<file path="config.mk">
export PLATFORM = sky130hd
export DESIGN_NAME = game_session_ctrl
export DESIGN_NICKNAME = d
export VERILOG_FILES = /design/src/rtl/game_session_ctrl.sv
export SDC_FILE = /design/constraint.sdc
export NUM_CORES = 1
export LEC_CHECK = 0
export BUFFER_PORTS_ARGS = -buffer_cell sky130_fd_sc_hd__buf_2
export CAP_MARGIN = 20
export CORE_MARGIN = 1.5
export CORE_UTILIZATION = 55
export CTS_BUF_LIST = sky130_fd_sc_hd__clkbuf_4 sky130_fd_sc_hd__clkbuf_8
export CTS_CLUSTER_DIAMETER = 60
export DETAILED_ROUTE_END_ITERATION = 10
export PLACE_DENSITY = 0.86
export REMOVE_ABC_BUFFERS = 1
export SETUP_SLACK_MARGIN = 0.1
export SYNTH_ARGS = -nofsm -noshare
export SYNTH_HDL_FRONTEND = slang
export SYNTH_SLANG_ARGS = --single-unit
</file>
<file path="constraint.sdc">
create_clock -name clk -period 5.9 [get_ports clk]
set_input_delay 1.18 -clock clk [delete_from_list [all_inputs] [get_ports clk]]
set_output_delay 1.18 -clock clk [all_outputs]
set_load 0.1 [all_outputs]
</file>
<file path="src/rtl/game_session_ctrl.sv">
// rtl/game_session_ctrl.sv - whack-a-mole session sequencer: phase, countdown and score
module game_session_ctrl #(
  parameter int CLK_HZ       = 100_000_000,
  parameter int GAME_SECONDS = 35
) (
  input  logic        clk,
  input  logic        reset,
  input  logic        start,
  input  logic        hit,
  output logic [1:0]  select,
  output logic [31:0] score,
  output logic [5:0]  seconds_left,
  output logic        tick_1hz
);

  localparam int            PW         = (CLK_HZ > 1) ? $clog2(CLK_HZ) : 1;
  localparam logic [PW-1:0] PRESC_LAST = PW'(CLK_HZ - 1);
  localparam logic [5:0]    SECS_INIT  = 6'(GAME_SECONDS);

  typedef enum logic [1:0] {
    S_IDLE = 2'b00,
    S_PLAY = 2'b01,
    S_OVER = 2'b10
  } state_t;

  state_t        state_q, state_d;
  logic          start_q;
  logic [PW-1:0] presc_q;
  logic [31:0]   score_q;
  logic [5:0]    secs_q;
  logic          tick_q;
  logic          start_edge;
  logic          presc_last;

  assign start_edge = start & ~start_q;
  assign presc_last = (presc_q == PRESC_LAST);

  always_ff @(posedge clk) begin
    if (reset) begin
      state_q <= S_IDLE;
    end else begin
      state_q <= state_d;
    end
  end

  always_comb begin
    state_d = state_q;
    case (state_q)
      S_IDLE:  if (start_edge) state_d = S_PLAY;
      S_PLAY:  if (presc_last && (secs_q == 6'd1)) state_d = S_OVER;
      S_OVER:  if (start_edge) state_d = S_IDLE;
      default: state_d = S_IDLE;
    endcase
  end

  // start_q resets high so a start button held through reset cannot launch a game
  always_ff @(posedge clk) begin
    if (reset) begin
      start_q <= 1'b1;
      presc_q <= '0;
      score_q <= '0;
      secs_q  <= SECS_INIT;
      tick_q  <= 1'b0;
    end else begin
      start_q <= start;
      tick_q  <= 1'b0;
      case (state_q)
        S_IDLE: begin
          presc_q <= '0;
          secs_q  <= SECS_INIT;
          if (start_edge) score_q <= '0;
        end
        S_PLAY: begin
          presc_q <= presc_last ? '0 : presc_q + PW'(1);
          if (presc_last) begin
            secs_q <= secs_q - 6'd1;
            tick_q <= 1'b1;
          end
          // a hit on the cycle that times out still counts
          if (hit && (score_q != 32'hFFFF_FFFF)) score_q <= score_q + 32'd1;
        end
        default: ;
      endcase
    end
  end

  always_comb begin
    select       = state_q;
    score        = score_q;
    seconds_left = secs_q;
    tick_1hz     = tick_q;
  end

endmodule

</file>
### After elaboration in Yosys (flattened, before gate mapping)

Cells that the tools add are included.

* logic and storage cells: 42
* input bits: 4
* register bits after elaboration: 69

* equality and inequality tests: 10
* reductions and logical operators: 8
* bitwise operators: 3
* add/subtract/negate cells: 3
* mux-type cells: 12

Operator list (number)
* 2-to-1 mux 32 bit: 2
* case mux 32 bit (2 select lines): 1
* case mux 27 bit (2 select lines): 1
* adder 32 x 1 -> 32 bit, second input constant: 1
* != test 32 bit, second input constant: 1
* adder 27 x 1 -> 27 bit, second input constant: 1
* == test 27 bit, second input constant: 1
* 2-to-1 mux 27 bit: 1
* case mux 6 bit (2 select lines): 1
* != test 2 bit, second input constant: 5
* == test 6 x 1 -> 1 bit, second input constant: 1
* 2-to-1 mux 2 bit: 3
* 2-to-1 mux 6 bit: 1
* case mux 2 bit (3 select lines): 1
* AND reduction 3 bit: 2
* subtractor 6 x 1 -> 6 bit, second input constant: 1
* == test 2 x 1 -> 1 bit, second input constant: 1
* == test 2 bit, second input constant: 1
* logical AND 1 bit: 2
* logical NOT 2 bit: 1
* inverter 1 bit: 2
* AND reduction 2 bit: 1
* nonzero test 2 bit: 1
* OR reduction 2 bit: 1
* 2 further kinds: 2

### Longest topological paths before layout

Gate-level depths: netlist of the first run.

* depth after elaboration: 4
* depth in mapped cells: 9
* depth with buffers taken out: 7

### Least setup slack after synthesis of the first run

Ideal clock, no wire load.

* path kind: input port to flip-flop
* start point: input start
* end point: register score_q[27], in the netlist score[27]
* stages: 7
* setup time: 0.161 ns
* path slack: 3.055 ns
* data required time: 5.739 ns
* data arrival time: 2.684 ns
* cells stage by stage: or3b_1 o2111ai_2 nor4_4 a211o_2 buf_2 o211ai_1 o31ai_1

* cells in the longest elaborated chain, start to end: 3

Ends and longest elaborated chain
* start: declaration: RTL line 8 `input logic start,`
* bitwise AND 1 bit: RTL line 35 `assign start_edge = start & ~start_q;`
* != test 2 bit (no source line)
* AND reduction 3 bit (no source line)
* end signal: assignment: RTL line 80 `if (hit && (score_q != 32'hFFFF_FFFF)) score_q <= score_q + 32'd1;`
* end: declaration: RTL line 29 `logic [31:0] score_q;`

No other way between the ends.
A chain may end at the register's enable or synchronous reset.

### Worst setup path after layout of the first run

* start point: input start
* end point: register score_q[29], in the netlist score[29]

Same word-level chain as after synthesis.

==> reports/qor.yml, run 1 <==
critical_path:
  rr_worst_depth: 5
  rrSetupSlack_ns: 3.12
  path_cells: "buf_2, or3b_1, o2111ai_2, nor4_4, a211o_2, o21ai_0, o22ai_1"
  cpPeakStageDelay_ns: 0.51
  crit_buf_inv: 1
  critical_path_class: "in -> reg"
  r2r-start: "select[0]"
  crit_fanout: 25
  crit_path_start_kind: "input pin"
  worst_ep_arrival_time_ns: 3.03
  crit_slowest_cell: "a211o_2"
  r2r-end: "score[14]"
  cpLargestDelayFamily: "compound AO/OA/AOI/OAI gates"
  required_ns: 6.13
  endpoint_kind: "flip-flop"
hold_path:
  hold_class: "reg -> reg"
  hold_depth: 1
  holdCritStartpoint: "presc_q[26]"
  hold_end: "presc_q[26]"
clock_network:
  cts_buffers: 9
  cts_tree: "yes"
  ctsResizeCount: 0
  post-cts-setup-buffers: 0
  cts_sinks: 69
  clk_latency_ns: 0.36
  clockBufferDepth: 2
  root_buffer: "clkbuf_8"
  holdBufCountCts: 0
  clkTransAtPathRegs_ns: 0.08
  cts_max_level: 3
place:
  dp_hpwl_microns: 6060
  portBuffers: 44
  gp_congestion: 0.825
timing:
  worstMarginPinSlew_ns: 1.10
  fin_crit_ns: 2.80
  skew_ns: 0.0112
  slew_violations: 0
  final.setup.tns_ns: 0
  rsz0062_at_grt: "false"
  final-hold-violation-count: 0
  finalSetupViolCount: 0
  relSlewSlack_pct: 26.5
  fmax_ghz: 0.358
  finalCritPeriodShare_pct: 47.4
  holdWs_ns: 0.478
synthesis:
  yosysWarnings: 0
  synthCells: 471
  ys_ff_latch: 69
  syn_area_sq_mm: 0.00368
  avgSynthCellArea_sq_um: 7.81
  async_flop_share_pct: 0
  ys.flop_type: "dfxtp_1"
  synth_edf_count: 0
  synth.distinct_cells: 56
  ys_seq_area_share_pct: 37.5
final_layout:
  fin_nets: 512
  synthToLayoutAreaGrowth_pct: 11.8
  seqCellArea_sq_mm: 0.00138
  drive_gt1_share_pct: 16.0
  multi_input_area_sq_mm: 0.00215
  antenna_cells: 0
  nFillCells: 569
global_routing:
  gr-total-overflow: 0
  use_met3_pct: 8.06
  grt_util_met1_pct: 31.0
  grt_pass1_vias: 3381
  grtUsageMet2_pct: 44.4
  antenna_found_initial: 0
  grt_max_degree: 43
  grt_pass1_wl_microns: 15300
  busiest_layer: "met2"
  grt_use_total_pct: 26.2
floorplan:
  fp.dieArea_sq_mm: 0.00719
  fp.dieH_microns: 84.8
  pin_count: 45
  die_w_microns: 84.8
  start_util_pct: 57.3
  core_sq_mm: 0.00642
  placement_rows: 29
drt:
  wl_microns: 9530
  drt_iter0_markers: 293
  vias: 3830
  drtAntennaViolNets: 0
  viasPerCell: 6.56
  firstDrtPassIters: 5
  drc: 0
  post_drt_wl_per_cell_microns: 16.3
power:
  vdd_drop_max_mv: 0.156
  switchingPower_mw: 0.215
  pwr_density_cell_mw_per_mm2: 214
  clockPowerShare_pct: 42.0
  power_leakage_nw: 1.49
  switching_share_pct: 24.4
  pwr-share-comb_pct: 4.9
  p_int_mw: 0.667
  seqPwrFrac_pct: 53.1
outcome:
  status: "complete, no violations"
flow_run:
  cap_violations: 0
-- area by class of cell --
cell class                 count  share of cell area (%)
multi-input combinational    368                    52.4
sequential                    69                    33.6
timing repair buffer          48                    6.66
clock buffer                   9                    3.01
tap                           77                    2.34
clock inverter                 5                    1.31
inverter                       8                   0.730
-- sequential cells by signal, indices dropped and copies added, names as in the netlist --
signal / flops
presc_q: 27
score: 32
seconds_left: 6
select: 2
start_q: 1
tick_1hz: 1
-- power by group through the flow --
stage	Combinational [mW]	Clock, mW	Sequential (mW)
floorplan	0.0203	0	0.483
global placement	0.0384	0	0.480
detailed placement	0.0391	0	0.480
CTS	0.0396	0.373	0.469
global route	0.0469	0.395	0.469
finish	0.0433	0.370	0.469
-- cells in the final DEF (no fill, tap or decap), types with 9 or more instances in the layout --
| cell | count |
|---|---|
| dfxtp_1 | 69 |
| o21ai_0 | 57 |
| nand2_1 | 56 |
| buf_2 | 44 |
| a21oi_1 | 43 |
| nor2_1 | 30 |
| a31oi_1 | 20 |
| nand3_1 | 20 |
| nor3_1 | 17 |
| nand4_1 | 13 |
| and3_1 | 10 |
| or3_1 | 9 |
| and4_1 | 9 |
| clkbuf_8 | 9 |
-- cells by family (layout without fill, tap and decap cells) --
kind of cell,after synthesis,in the layout,synth area share (%)
AO/OA/AOI/OAI,151,151,24.2
XOR/XNOR,2,2,0.476
adder cells (fa/ha/maj),4,4,1.36
buffers and inverters,34,70,3.91
flip-flops,69,69,37.5
AND/OR/NAND/NOR,211,211,32.5
-- metrics by stage --
stage | setup WS (ns) | area (sq um) | instances | utilization, % | power, mW
final | 3.10 | 4110 | 584 | 64.1 | 0.882
after global routing | 2.96 | 4110 | 584 | 64.1 | 0.911
after CTS | 3.02 | 4080 | 582 | 63.5 | 0.881
after detailed placement | 2.80 | 3900 | 568 | 60.7 | 0.519
after global placement | 2.82 | 3900 | 568 | 60.7 | 0.518
after floorplan | 2.77 | 3570 | 445 | - | 0.504
-- Yosys cell counts (3+ instances only) --
master	number	area [sq um]
a211oi_1	3	22.5
a21oi_1	43	215
a311oi_1	6	52.6
a31oi_1	20	125
a41oi_1	3	26.3
and2_1	8	50.1
and3_1	10	62.6
and4_1	9	78.8
buf_2	6	30.0
clkbuf_1	17	63.8
dfxtp_1	69	1380
ha_1	4	50.1
inv_1	8	30.0
nand2_1	56	210
nand3_1	20	100
nand4_1	13	81.3
nand4b_1	5	43.8
nor2_1	30	113
nor2b_1	3	18.8
nor3_1	17	85.1
nor3_2	4	40.0
nor4_1	4	25.0
o211ai_1	3	22.5
o21ai_0	57	285
o31ai_1	5	37.5
or3_1	9	56.3
or4_1	3	22.5
-- layer usage --
layer  wire length [microns]  part of all wire [%]  vias up
met5                       0                     0        -
met4                     174                   1.8        0
met3                     548                   5.8       17
met2                    4800                    50      142
met1                    4010                    42     1838
li1                        -                     -     1833
-- worst max path at each step --
| stage | from | to | slack [ns] | depth (start not counted) |
|---|---|---|---|---|
| after floorplan | start | score[5] | 2.77 | 6 |
| after global placement | start | score[4] | 2.82 | 7 |
| after detailed placement | start | score[4] | 2.80 | 7 |
| after CTS | select[1] | presc_q[10] | 3.02 | 7 |
| after global routing | start | score[29] | 2.96 | 7 |
| final | start | score[29] | 3.10 | 7 |
Power figures use the tool's default switching activity.
==> inputs of run 2 (changes only) <==
ABC_AREA = 1   (was not set)
PLACE_DENSITY = 0.88   (was 0.86)
clock period = 2.3 ns   (was 5.9 ns; I/O delays follow)
==> reports/qor.yml, run 2 <==
power:
  pwr_density_cell_mw_per_mm2: 514  # +140%
  power_leakage_nw: 2.04  # +37%
  vdd_drop_max_mv: 0.480  # +210%
synthesis:
  ys.flop_type: "dfxtp_1"
  synth.distinct_cells: 33  # -41%
  syn_area_sq_mm: 0.00440  # +20%
  ys_ff_latch: 69  # unchanged
  async_flop_share_pct: 0  # unchanged
  synthTopCellsByCount: "nand2_1 (255), nor2_1 (100), inv_1 (79), dfxtp_1 (69), nand3_1 (64)"
  synthCells: 738  # +57%
  synth_top_area_share_pct: 31.4  # -6.2 points
  synth_area_leaders: "dfxtp_1 (31%), nand2_1 (22%), nor2_1 (8.5%), nand3_1 (7.3%), inv_1 (6.7%)"
  yosysMostFrequentCell: "nand2_1"
  avgSynthCellArea_sq_um: 5.96  # -24%
  synth_edf_count: 0  # unchanged
  synth_top_area_cell: "dfxtp_1"
  yosysWarnings: 0  # unchanged
  ys_seq_area_share_pct: 31.4  # -6.2 points
clock_network:
  cts_max_level: 3  # unchanged
  clockBufferDepth: 2  # unchanged
  root_buffer: "clkbuf_8"
  clk_latency_ns: 0.36  # about the same
  cts_tree: "yes"
  holdBufCountCts: 0  # unchanged
  cts_buffers: 9  # unchanged
  clkTransAtPathRegs_ns: 0.09  # about the same
  cts_sinks: 69  # unchanged
final_layout:
  drive_gt1_share_pct: 12.5  # -3.4 points
  nFillCells: 720  # +27%
  synthToLayoutAreaGrowth_pct: 12.1
  largest_reg_flops: 32  # unchanged
  final_common_cell: "nand2_1"
  antenna_cells: 0  # unchanged
  most-common-layout-cells: "nand2_1 (255), nor2_1 (100), inv_1 (79)"
  fin_nets: 793  # +55%
drt:
  vias: 4960  # +30%
  post_drt_wl_per_cell_microns: 13.6  # -17%
  wl_microns: 12100  # +27%
  drtAntennaViolNets: 0  # unchanged
  viasPerCell: 5.56  # -15%
  drt_iter0_markers: 341  # +16%
  firstDrtPassIters: 5  # unchanged
  drc: 0  # unchanged
timing:
  holdWs_ns: 0.296  # -0.182 ns
  fmax_ghz: 0.495
  relSlewSlack_pct: 66.5  # +40 points
  rsz0062_at_grt: "false"
  fin_crit_ns: 2.02
  finalSetupViolCount: 0  # unchanged
  skew_ns: 0.00982  # -0.00141 ns
  final.setup.tns_ns: 0  # unchanged
  finalCritPeriodShare_pct: 87.8
  final-hold-violation-count: 0  # unchanged
  slew_violations: 0  # unchanged
  worstMarginPinSlew_ns: 0.506  # -0.595 ns
critical_path:
  r2r-start: "score[1]"
  cpLargestDelayFamily: "simple AND/OR/NAND/NOR gates"
  rr_worst_depth: 13  # +8
  crit_cells: 13  # +6
  cp_common_cell: "nand2_1"
  cpPeakStageDelay_ns: 0.40  # -0.11 ns
  required_ns: 2.56  # -3.57 ns
  crit_buf_inv: 2  # +1
  crit_slowest_cell: "dfxtp_1"
  path_cells: "ha_1, nand2_1, nor2_4, nand3_2, nor2_2, nand2_1, nand2_4, nand2_2, buf_4, nand2_1, nand2_1, nand2_1, inv_1"
  rrSetupSlack_ns: 0.28  # -2.84 ns
  endpoint: "score[21]"
  r2r-end: "score[21]"
  endpoint_kind: "flip-flop"
  worst_ep_arrival_time_ns: 2.28  # -0.75 ns
  crit_start: "score[1]"
  crit_fanout: 21  # -16%
  critical_path_class: "reg -> reg"
  crit_path_start_kind: "flip-flop"
global_routing:
  grt_max_degree: 39  # -9.3%
  grt_pass1_vias: 4430  # +31%
  antenna_found_initial: 1  # +1
  gr-total-overflow: 0  # unchanged
  grt_use_total_pct: 28.9  # +2.7 points
  grt_pass1_wl_microns: 19900  # +30%
flow_run:
  cap_violations: 0  # unchanged
floorplan:
  pin_count: 45  # unchanged
  die_w_microns: 92.5  # +9.0%
  core_sq_mm: 0.00773  # +20%
  placement_rows: 32  # +10%
  start_util_pct: 57.0  # -0.33 points
  fp.dieArea_sq_mm: 0.00855  # +19%
  fp.dieH_microns: 92.5  # +9.0%
place:
  portBuffers: 44  # unchanged
  dp_hpwl_microns: 8800  # +45%
  gp_congestion: 0.939  # +14%
hold_path:
  hold_class: "in -> reg"
outcome:
  status: "complete, no violations"
==> run 2: per-stage QoR <==
stage / area [sq um] / worst slack, ns / instances / util [%] / total power [mW]
global route: 4930 / 0.152 / 892 / 63.8 / 2.63
CTS: 4920 / 0.122 / 892 / 63.7 / 2.54
floorplan: 4290 / -0.575 / 717 / - / 1.48
global placement: 4740 / 0.272 / 876 / 61.3 / 1.59
detailed placement: 4740 / 0.147 / 876 / 61.3 / 1.60
finish: 4930 / 0.280 / 892 / 63.8 / 2.54
==> run 2: how the worst min path moves through the flow <==
stage,from,endpoint,slack (ns),depth (start not counted)
global route,start,start_q,0.29,2
global placement,presc_q[25],presc_q[25],0.47,2
finish,start,start_q,0.30,2
detailed placement,presc_q[25],presc_q[25],0.48,2
floorplan,presc_q[25],presc_q[25],0.45,2
CTS,start,start_q,0.29,2
==> run 2: repair_timing <==
action / in CTS / in global routing
endpoints found under the setup margin: 0 / 17
gates resized for setup: 0 / 2
buffers inserted: 0 / 0
==> run 2: routing by layer <==
layer  global-route usage [%]  wire [microns]  vias to the layer above  share of wire (%)
met3                     7.39            1020                       25                8.4
li1                         -               -                     2439                  -
met4                     8.46             187                        2                1.5
met2                     47.9            5820                      231                 48
met1                     37.0            5080                     2263                 42
met5                        0               7                        -              0.058
==> run 2: cells by family (layout without fill, tap and decap cells) <==
kind of cell / Yosys count / after routing / synth area share (%)
and+or+nand+nor: 473 / 473 / 45.7
buffers and inverters: 102 / 154 / 9.38
AOI/OAI and AO/OA: 78 / 78 / 10.1
DFF: 69 / 69 / 31.4
xor gates and xnor gates: 12 / 12 / 2.39
adders and majority gates: 4 / 4 / 1.14
==> run 2: cell type report <==
class                      count  area, sq um  area share, %
multi-input combinational    567         2620           53.1
inverter                      81          304           6.16
tap                          102          128           2.59
clock inverter                 7         58.8           1.19
sequential                    69         1380           28.0
timing repair buffer          57          318           6.44
clock buffer                   9          124           2.51
==> run 2: where the power goes <==
| part | total (mW) | internal (mW) | switching (mW) |
|---|---|---|---|
| clock network | 0.956 | 0.408 | 0.548 |
| registers | 1.22 | 1.21 | 0.0133 |
| logic | 0.359 | 0.0795 | 0.280 |
| total | 2.54 | 1.69 | 0.841 |
==> run 2: worst reg2reg max path: cells and delay by family (launching register included) <==
family / cells / cell delay (ns)
simple gates: 10 / 1.02
flops: 1 / 0.40
buf+inv: 2 / 0.26
fa+ha+maj: 1 / 0.25
